===== config.mk =====
export PLATFORM = sky130hd
export DESIGN_NAME = pipe_ctrl
export DESIGN_NICKNAME = d
export VERILOG_FILES = /design/src/rtl/pipe_ctrl_pkg.sv /design/src/rtl/pipe_ctrl_stall_wdog.sv /design/src/rtl/pipe_ctrl.sv
export SDC_FILE = /design/constraint.sdc
export NUM_CORES = 1
export LEC_CHECK = 0
export CORE_UTILIZATION = 45
export CTS_BUF_LIST = sky130_fd_sc_hd__clkbuf_8
export CTS_CLUSTER_DIAMETER = 60
export CTS_CLUSTER_SIZE = 28
export DETAILED_ROUTE_END_ITERATION = 7
export PLACE_DENSITY = 0.83
export SKIP_CTS_REPAIR_TIMING = 1
export SLEW_MARGIN = 20
export SYNTH_ARGS = -nofsm -noshare
export SYNTH_HDL_FRONTEND = slang
export SYNTH_SLANG_ARGS = --single-unit
export TNS_END_PERCENT = 1

===== constraint.sdc =====
create_clock -name clk -period 3.58 [get_ports clk]
set_input_delay 0.537 -clock clk [delete_from_list [all_inputs] [get_ports clk]]
set_output_delay 0.537 -clock clk [all_outputs]
set_load 0.1 [all_outputs]

===== src/rtl/pipe_ctrl_pkg.sv =====
// Shared encodings for the 5-stage pipeline sequencer: stall/flush vectors,
// sequencer states and the register bus width.
package pipe_ctrl_pkg;

    localparam int REG_BUS_WIDTH = 32;
    typedef logic [REG_BUS_WIDTH-1:0] reg_bus_t;

    // Stall vector bit order: pc, if/id, id/ex, ex/mem, mem/wb, wb
    localparam logic [5:0] STALL_NONE = 6'b000000;
    localparam logic [5:0] STALL_ID   = 6'b000111;
    localparam logic [5:0] STALL_EX   = 6'b001111;
    localparam logic [5:0] STALL_MEM  = 6'b011111;
    localparam logic [5:0] STALL_ALL  = 6'b111111;

    localparam logic [5:0] FLUSH_NONE = 6'b000000;
    localparam logic [5:0] FLUSH_TRAP = 6'b011110;

    typedef enum logic [1:0] {
        PCTRL_RUN   = 2'd0,
        PCTRL_DRAIN = 2'd1,
        PCTRL_REDIR = 2'd2,
        PCTRL_HALT  = 2'd3
    } pctrl_state_t;

    // Deepest requesting stage dominates: mem > ex > id
    function automatic logic [5:0] run_stall(input logic id, input logic ex, input logic mem);
        if (mem)
            return STALL_MEM;
        else if (ex)
            return STALL_EX;
        else if (id)
            return STALL_ID;
        else
            return STALL_NONE;
    endfunction

endpackage


===== src/rtl/pipe_ctrl_stall_wdog.sv =====
// Stall watchdog: saturating count of consecutive stalled cycles plus a
// sticky timeout flag that only reset clears.
module stall_wdog #(
    parameter int WDOG_CYCLES = 1024,
    parameter int WDOG_W      = 16
) (
    input  logic clk,
    input  logic rst_n,
    input  logic inc,
    input  logic clr,
    input  logic hold,
    output logic timeout
);

    localparam logic [WDOG_W-1:0] LIMIT = WDOG_W'(WDOG_CYCLES);

    logic [WDOG_W-1:0] cnt;
    logic [WDOG_W-1:0] cnt_next;

    always_comb begin
        cnt_next = cnt;
        if (clr)
            cnt_next = '0;
        else if (!hold && inc && (cnt != LIMIT))
            cnt_next = cnt + WDOG_W'(1);
    end

    always_ff @(posedge clk) begin
        if (!rst_n) begin
            cnt     <= '0;
            timeout <= 1'b0;
        end else begin
            cnt     <= cnt_next;
            timeout <= timeout | (cnt_next == LIMIT);
        end
    end

endmodule


===== src/rtl/pipe_ctrl.sv =====
// Pipeline sequencer: stall vector, jump/trap redirect arbitration, trap
// drain sequencing, debug halt and stall watchdog. PIPE_CTRL_PERF_EN adds perf counters.
module pipe_ctrl
    import pipe_ctrl_pkg::*;
#(
    parameter int WDOG_CYCLES = 1024,
    parameter int WDOG_W      = 16
) (
    input  logic        clk,
    input  logic        rst_n,
    input  logic        stallreq_id_i,
    input  logic        stallreq_ex_i,
    input  logic        stallreq_mem_i,
    input  logic        jump_req_i,
    input  reg_bus_t    jump_pc_i,
    input  logic        trap_req_i,
    input  reg_bus_t    trap_vec_i,
    input  logic        halt_req_i,
    output logic [5:0]  stall_o,
    output logic [5:0]  flush_o,
    output logic        redirect_req_o,
    output reg_bus_t    redirect_pc_o,
    output logic        trap_busy_o,
    output logic        halted_o,
    output logic        stall_timeout_o
`ifdef PIPE_CTRL_PERF_EN
    ,
    output logic [31:0] perf_stall_cyc_o,
    output logic [31:0] perf_flush_cnt_o
`endif
);

    pctrl_state_t state;
    pctrl_state_t state_next;
    reg_bus_t     trap_pc_r;
    logic         trap_load;

    always_ff @(posedge clk) begin
        if (!rst_n) begin
            state     <= PCTRL_RUN;
            trap_pc_r <= '0;
        end else begin
            state <= state_next;
            if (trap_load)
                trap_pc_r <= trap_vec_i;
        end
    end

    always_comb begin
        state_next     = state;
        trap_load      = 1'b0;
        stall_o        = STALL_NONE;
        flush_o        = FLUSH_NONE;
        redirect_req_o = 1'b0;
        redirect_pc_o  = '0;
        trap_busy_o    = 1'b0;
        halted_o       = 1'b0;
        case (state)
            PCTRL_RUN: begin
                stall_o = run_stall(stallreq_id_i, stallreq_ex_i, stallreq_mem_i);
                // A suppressed jump is simply re-asserted by idu later
                if (jump_req_i && !trap_req_i && (stall_o == STALL_NONE)) begin
                    redirect_req_o = 1'b1;
                    redirect_pc_o  = jump_pc_i;
                end
                if (trap_req_i) begin
                    trap_load  = 1'b1;
                    state_next = stallreq_mem_i ? PCTRL_DRAIN : PCTRL_REDIR;
                end else if (halt_req_i) begin
                    state_next = PCTRL_HALT;
                end
            end
            PCTRL_DRAIN: begin
                stall_o     = STALL_MEM;
                trap_busy_o = 1'b1;
                if (!stallreq_mem_i)
                    state_next = PCTRL_REDIR;
            end
            PCTRL_REDIR: begin
                redirect_req_o = 1'b1;
                redirect_pc_o  = trap_pc_r;
                flush_o        = FLUSH_TRAP;
                trap_busy_o    = 1'b1;
                state_next     = PCTRL_RUN;
            end
            PCTRL_HALT: begin
                stall_o  = STALL_ALL;
                halted_o = 1'b1;
                // A trap raised while halted is taken before resuming
                if (!halt_req_i) begin
                    if (trap_req_i) begin
                        trap_load  = 1'b1;
                        state_next = stallreq_mem_i ? PCTRL_DRAIN : PCTRL_REDIR;
                    end else begin
                        state_next = PCTRL_RUN;
                    end
                end
            end
            default: state_next = PCTRL_RUN;
        endcase
    end

    logic wdog_inc;
    logic wdog_clr;
    logic wdog_hold;

    assign wdog_clr  = (stall_o == STALL_NONE);
    assign wdog_hold = (state == PCTRL_HALT);
    assign wdog_inc  = !wdog_clr && ((state == PCTRL_RUN) || (state == PCTRL_DRAIN));

    stall_wdog #(
        .WDOG_CYCLES (WDOG_CYCLES),
        .WDOG_W      (WDOG_W)
    ) u_wdog (
        .clk     (clk),
        .rst_n   (rst_n),
        .inc     (wdog_inc),
        .clr     (wdog_clr),
        .hold    (wdog_hold),
        .timeout (stall_timeout_o)
    );

`ifdef PIPE_CTRL_PERF_EN
    // Forwarded jumps and REDIR cycles both show up as redirect_req_o
    always_ff @(posedge clk) begin
        if (!rst_n) begin
            perf_stall_cyc_o <= '0;
            perf_flush_cnt_o <= '0;
        end else begin
            if (stall_o[0])
                perf_stall_cyc_o <= perf_stall_cyc_o + 32'd1;
            if (redirect_req_o)
                perf_flush_cnt_o <= perf_flush_cnt_o + 32'd1;
        end
    end
`else
    // Default build carries no performance counters.
`endif

endmodule


==> results of run 1 <==
## layout make-up
class / count / area, um^2
fill: 479 / 1790
multi-input combinational: 271 / 1770
timing repair buffer: 123 / 1520
sequential: 51 / 1020
tap: 77 / 96.3
clock buffer: 5 / 68.8
clock inverter: 3 / 47.5
inverter: 9 / 33.8
## cell usage after synthesis (2+ instances only)
cell type	number
buf_4	7
nor2_1	25
nor3b_1	3
xnor2_1	8
a41oi_1	2
nand2_1	77
dfxtp_1	51
o21a_1	2
ha_1	8
a21boi_0	3
a22o_1	32
maj3_2	2
or3_1	3
nor3_1	5
mux2i_1	2
nand3_1	7
and4_4	2
o21ba_2	2
buf_6	2
nand4_1	4
inv_2	2
and3_1	2
inv_1	7
and3_4	2
o21ai_0	5
buf_2	3
clkbuf_1	20
xor2_1	7
a21boi_1	25
a21oi_1	12
o21ai_1	2
## power by group through the flow
stage,Sequential (mW),Clock (mW),Combinational [mW]
CTS,0.723,0.429,1.85
finish,0.724,0.424,1.84
detailed placement,0.737,0,1.84
global placement,0.734,0,1.81
global route,0.736,0.449,1.93
floorplan,0.714,0,1.39
## logic make-up after synthesis
logic type               after synthesis  share of synthesized area [%]
adder cells (fa/ha/maj)               10                           4.12
XOR/XNOR                              15                           4.41
flip-flops                            51                           34.3
AND/OR/NAND/NOR                      142                           22.7
buffers and inverters                 42                           6.81
other                                  1                          0.126
multiplexers                           3                           1.05
AO/OA/AOI/OAI                         99                           26.4
## worst register-to-register path: stages, from the launching register on
cell	delay [ps]
dfxtp_1	390
inv_1	130
ha_1	430
o21bai_2	210
nor4_4	430
a41oi_1	270
a211oi_2	270
a41oi_2	170
nor3_2	120
## metrics by stage
step	cell area (um^2)	setup TNS [ps]	worst slack (ps)	util, %
2_1_floorplan	2980	-22.4	-11.2	-
5_1_grt	4560	0	464	71.8
3_3_place_gp	4440	0	808	70.0
6_report	4560	0	624	71.8
4_1_cts	4560	0	615	71.8
3_5_place_dp	4440	0	728	70.0
## how the worst max path moves through the flow
stage | from | end | slack [ps] | depth (start not counted)
after global routing | state[0] | redirect_pc_o[4] | 460 | 7
final | state[1] | redirect_pc_o[4] | 620 | 7
after floorplan | state[1] | stall_o[3] | -10 | 3
after CTS | state[0] | redirect_pc_o[4] | 610 | 7
after detailed placement | stallreq_mem_i | redirect_pc_o[4] | 730 | 5
after global placement | stallreq_mem_i | redirect_pc_o[19] | 810 | 5
## metal layers
layer	global-route usage [%]	wire length, um	up-vias
met5	0	0	-
met4	6.58	164	0
met3	5.96	473	18
met2	46.1	4510	98
met1	28.8	3460	1409
li1	-	-	1457
## state kept, by name, summed over array words and instances (netlist names)
register	cells
state	2
trap_pc_r	32
u_wdog.cnt	16
u_wdog.timeout	1
## placed cells by master (no fill, tap or decap), drive strengths merged, types with 10 or more instances in the layout
cell type	instances
a21boi	28
a21oi	12
a22o	32
buf	50
clkdlybuf4s50	73
dfxtp	51
inv	10
nand2	77
nor2	25
==> flow_summary.toml, run 1 <==
[status]
outcome = "finished, final reports clean"

[yosys]
yosysSeqAreaShare_pct = 34.3
synth_area_um2 = 2980
ys_seq_elements = 51
synth.area.top_cells = "dfxtp_1 34%, nand2_1 9.7%, a22o_1 9.4%"
synthFlopType = "dfxtp_1"
ys_async_sr_fraction_pct = 0
synth_edf_count = 0
syn_avg_cell_area_um2 = 8.20
yosysWarnings = 0
yosys.area.top_type = "dfxtp_1"
synth_top_area_share_pct = 34.3
netlist_instances = 363
synth_cell_type_count = 60

[power]
power_frac_comb_pct = 61.6
p_sw_share_pct = 53.5
clkPwrFrac_pct = 14.2
ir_drop_uv = 780
power_mw = 2.99
internal-power_mw = 1.39
power_density_nw_per_um2 = 656
p_sw_mw = 1.60
p_leak_nw = 1.72
power_frac_seq_pct = 24.2

[timing]
hold_violations = 0
rsz0062_at_grt = "no"
min_period_ps = 2960
post-route-period-util_pct = 82.6
max_freq_mhz = 338
drv_slew = 0
relSlewSlack_pct = 35.3
hold_ws_ps = 460
finalClockSkew_ps = 12.1
setup_viol = 0
worst_pin_slew_ps = 967

[setup_path]
reg2reg_slack_ps = 1120
critPathMaxStageDelay_ps = 430
crit_buf_inv = 3
worstPathRequired_ps = 3040
startpoint_type = "flip-flop"
arrival_ps = 2420
cp_cell_sequence = "inv_1 -> ha_1 -> nand3b_1 -> nor4_4 -> buf_4 -> a22o_1 -> buf_12"
path_delay_family = "buffers and inverters"
rr_endpoint = "u_wdog.timeout"
rr_startpoint = "state[1]"
criticalPathCategory = "flip-flop to primary output"
cp_slowest_cell = "ha_1"
cp-end-kind = "primary output"
worst-path-max-fanout = 33
ff2ff_path_depth = 8

[routing]
drc_errors = 0
wl_per_cell_um = 16.0
wl_mm = 8.61
ant_nets = 0
firstDrtPassIters = 4
drt_iter0_markers = 299
vias_per_cell = 5.53
dr_total_vias = 2982

[floorplan]
die_h_um = 83.3
num_rows = 29
fp.dieArea_um2 = 6940
start_util_pct = 46.9
io_pins = 120
die_w_um = 83.3
core_area_um2 = 6350

[cells_and_area]
insertedDiodeCount = 0
drive_above_1_share_pct = 16.9
area_growth_pct = 53.2
stdcell_count = 539
final_nets = 541

[grt]
grt_pass1_vias = 2956
grt_max_degree = 34
grt.overflow.total = 0
grt_pass1_wl_mm = 14.2
grt_antenna_before_repair = 0
grt.total_usage_pct = 25.1

[clock_network]
clockRootBuffer = "clkbuf_8"
numCtsBuffers = 5
clock_latency_ps = 320
cts_tree = "done"
path_clk_slew_ps = 110
clock_sinks = 51
cts_buffer_depth = 2
cts-htree-levels = 2

[flow_run]
max_cap_viol_count = 0

[place]
hpwl_mm = 6.38
routabilityCongestion = 0.854
io_buffers = 117
place_inst = 531

[worst_hold_path]
whs_endpoint = "trap_pc_r[10]"
hp-class = "flip-flop to flip-flop"
min_path_cells = 2
min_from = "trap_pc_r[10]"
(Power assumes the default switching activity.)
==> run 2, diff against run 1 <==
--- a/config.mk
+++ b/config.mk
@@ -5,12 +5,12 @@
 export SDC_FILE = /design/constraint.sdc
 export NUM_CORES = 1
 export LEC_CHECK = 0
-export CORE_UTILIZATION = 45
+export CORE_UTILIZATION = 41
 export CTS_BUF_LIST = sky130_fd_sc_hd__clkbuf_8
 export CTS_CLUSTER_DIAMETER = 60
 export CTS_CLUSTER_SIZE = 28
 export DETAILED_ROUTE_END_ITERATION = 7
-export PLACE_DENSITY = 0.83
+export PLACE_DENSITY = 0.8
 export SKIP_CTS_REPAIR_TIMING = 1
 export SLEW_MARGIN = 20
 export SYNTH_ARGS = -nofsm -noshare
==> constraint.sdc (replaced) <==
create_clock -name clk -period 2.38 [get_ports clk]
set_input_delay 0.357 -clock clk [delete_from_list [all_inputs] [get_ports clk]]
set_output_delay 0.357 -clock clk [all_outputs]
set_load 0.1 [all_outputs]
==> flow_summary.toml, run 2 (synthesis results as in run 1) <==
[status]
outcome = "finished, final reports clean"

[timing]
post-route-period-util_pct = 97.1
hold_ws_ps = 459
max_freq_mhz = 433
setup_viol = 0
hold_violations = 0
min_period_ps = 2310
drv_slew = 0
finalClockSkew_ps = 2.21
setup_slack_ps = 67.9

[routing]
drt_iter0_markers = 153
dr_total_vias = 3054
ant_nets = 0
drc_errors = 0
vias_per_cell = 5.35
wl_per_cell_um = 15.7
wl_mm = 8.96
firstDrtPassIters = 4

[floorplan]
io_pins = 120
num_rows = 30
core_area_um2 = 6910
start_util_pct = 43.1
fp.dieArea_um2 = 7600
die_w_um = 87.2
die_h_um = 87.2

[setup_path]
worst-path-max-fanout = 16
startpoint_type = "flip-flop"
cp_cell_sequence = "inv_2 -> ha_4 -> nand3b_1 -> nor4_4 -> buf_4 -> clkbuf_16 -> a22o_2 -> buf_12"
critPathMaxStageDelay_ps = 330
cp-end-kind = "primary output"
criticalPathCategory = "flip-flop to primary output"
worstPathRequired_ps = 2020
arrival_ps = 1960
cp_slowest_cell = "dfxtp_1"

[grt]
grt_pass1_wl_mm = 13.8
grt_max_degree = 35
grt_pass1_vias = 2890
grt.total_usage_pct = 22.8
grt_antenna_before_repair = 0
grt.overflow.total = 0

[flow_run]
max_cap_viol_count = 0

[power]
ir_drop_uv = 1150
power_density_nw_per_um2 = 988
p_leak_nw = 1.86
power_mw = 4.84

[worst_hold_path]
hp-class = "flip-flop to flip-flop"

[cells_and_area]
reg.largest.list = "trap_pc_r (32), u_wdog.cnt (16), state (2)"
regMostFlops = "trap_pc_r"
final_cell_mix = "77 x nand2_1, 71 x clkdlybuf4s50_1, 51 x dfxtp_1"
fin_util_pct = 71.0
final_common_cell = "nand2_1"
final_nets = 555
insertedDiodeCount = 0
area_growth_pct = 64.7
drive_above_1_share_pct = 27.8
largest_reg_flops = 32

[clock_network]
clockRootBuffer = "clkbuf_8"
clock_sinks = 51
cts_tree = "done"
path_clk_slew_ps = 90
numCtsBuffers = 5
clock_latency_ps = 300
cts-htree-levels = 2
cts_buffer_depth = 2

[place]
hpwl_mm = 6.43
io_buffers = 117
routabilityCongestion = 0.881
dp_slack_ps = 75.0
-- run 2: cell types whose count changed in the layout (fill, tap and decap cells not counted), sizes merged --
cell	delta
clkdlybuf4s50	-2
inv	-1
clkinv	+1
bufinv	-1
buf	+15
clkbuf	+1
-- run 2: report_power, final --
part           leakage, nW  switching [mW]  internal (mW)
combinational         1.40            2.11           1.17
clock               0.0440           0.287          0.202
sequential           0.415          0.0884          0.986
-- run 2: cell type report --
type	instances	area (um^2)
Tap cell	96	120
Clock buffer	5	68.8
Timing Repair Buffer	137	1770
Sequential cell	51	1020
Multi-Input combinational cell	271	1870
Clock inverter	2	13.8
Inverter	9	33.8
Fill cell	524	2000
-- run 2: worst max-delay path, delay by kind of cell, from the launching register on --
family	cells	cell delay, ps
buf+inv	4	630
flops	1	330
simple gates	2	330
fa+ha+maj	1	170
compound gates	1	170
-- run 2: path summary, 6_finish.rpt --
path | start | endpoint | slack, ps | cells after the start
min reg2reg | trap_pc_r[22] | trap_pc_r[22] | 460 | 2
max | state[1] | redirect_pc_o[0] | 70 | 8
min | trap_pc_r[22] | trap_pc_r[22] | 460 | 2
max reg2reg | state[0] | u_wdog.timeout | 220 | 8
-- run 2: metrics by stage --
stage                     TNS (ps)  cells  cell area (um^2)
after floorplan              -2460    364              3050
after global placement           0    561              4750
after detailed placement         0    561              4750
after CTS                    -5110    568              4830
after global routing          -250    571              4900
final                            0    571              4900
-- run 2: layer usage --
metal  track usage, %  wire [um]  up-vias
met5                0          0        -
met1             28.0       3590     1445
met3             3.41        384       20
met4             7.15        223        0
met2             40.9       4760      101
li1                 -          -     1488
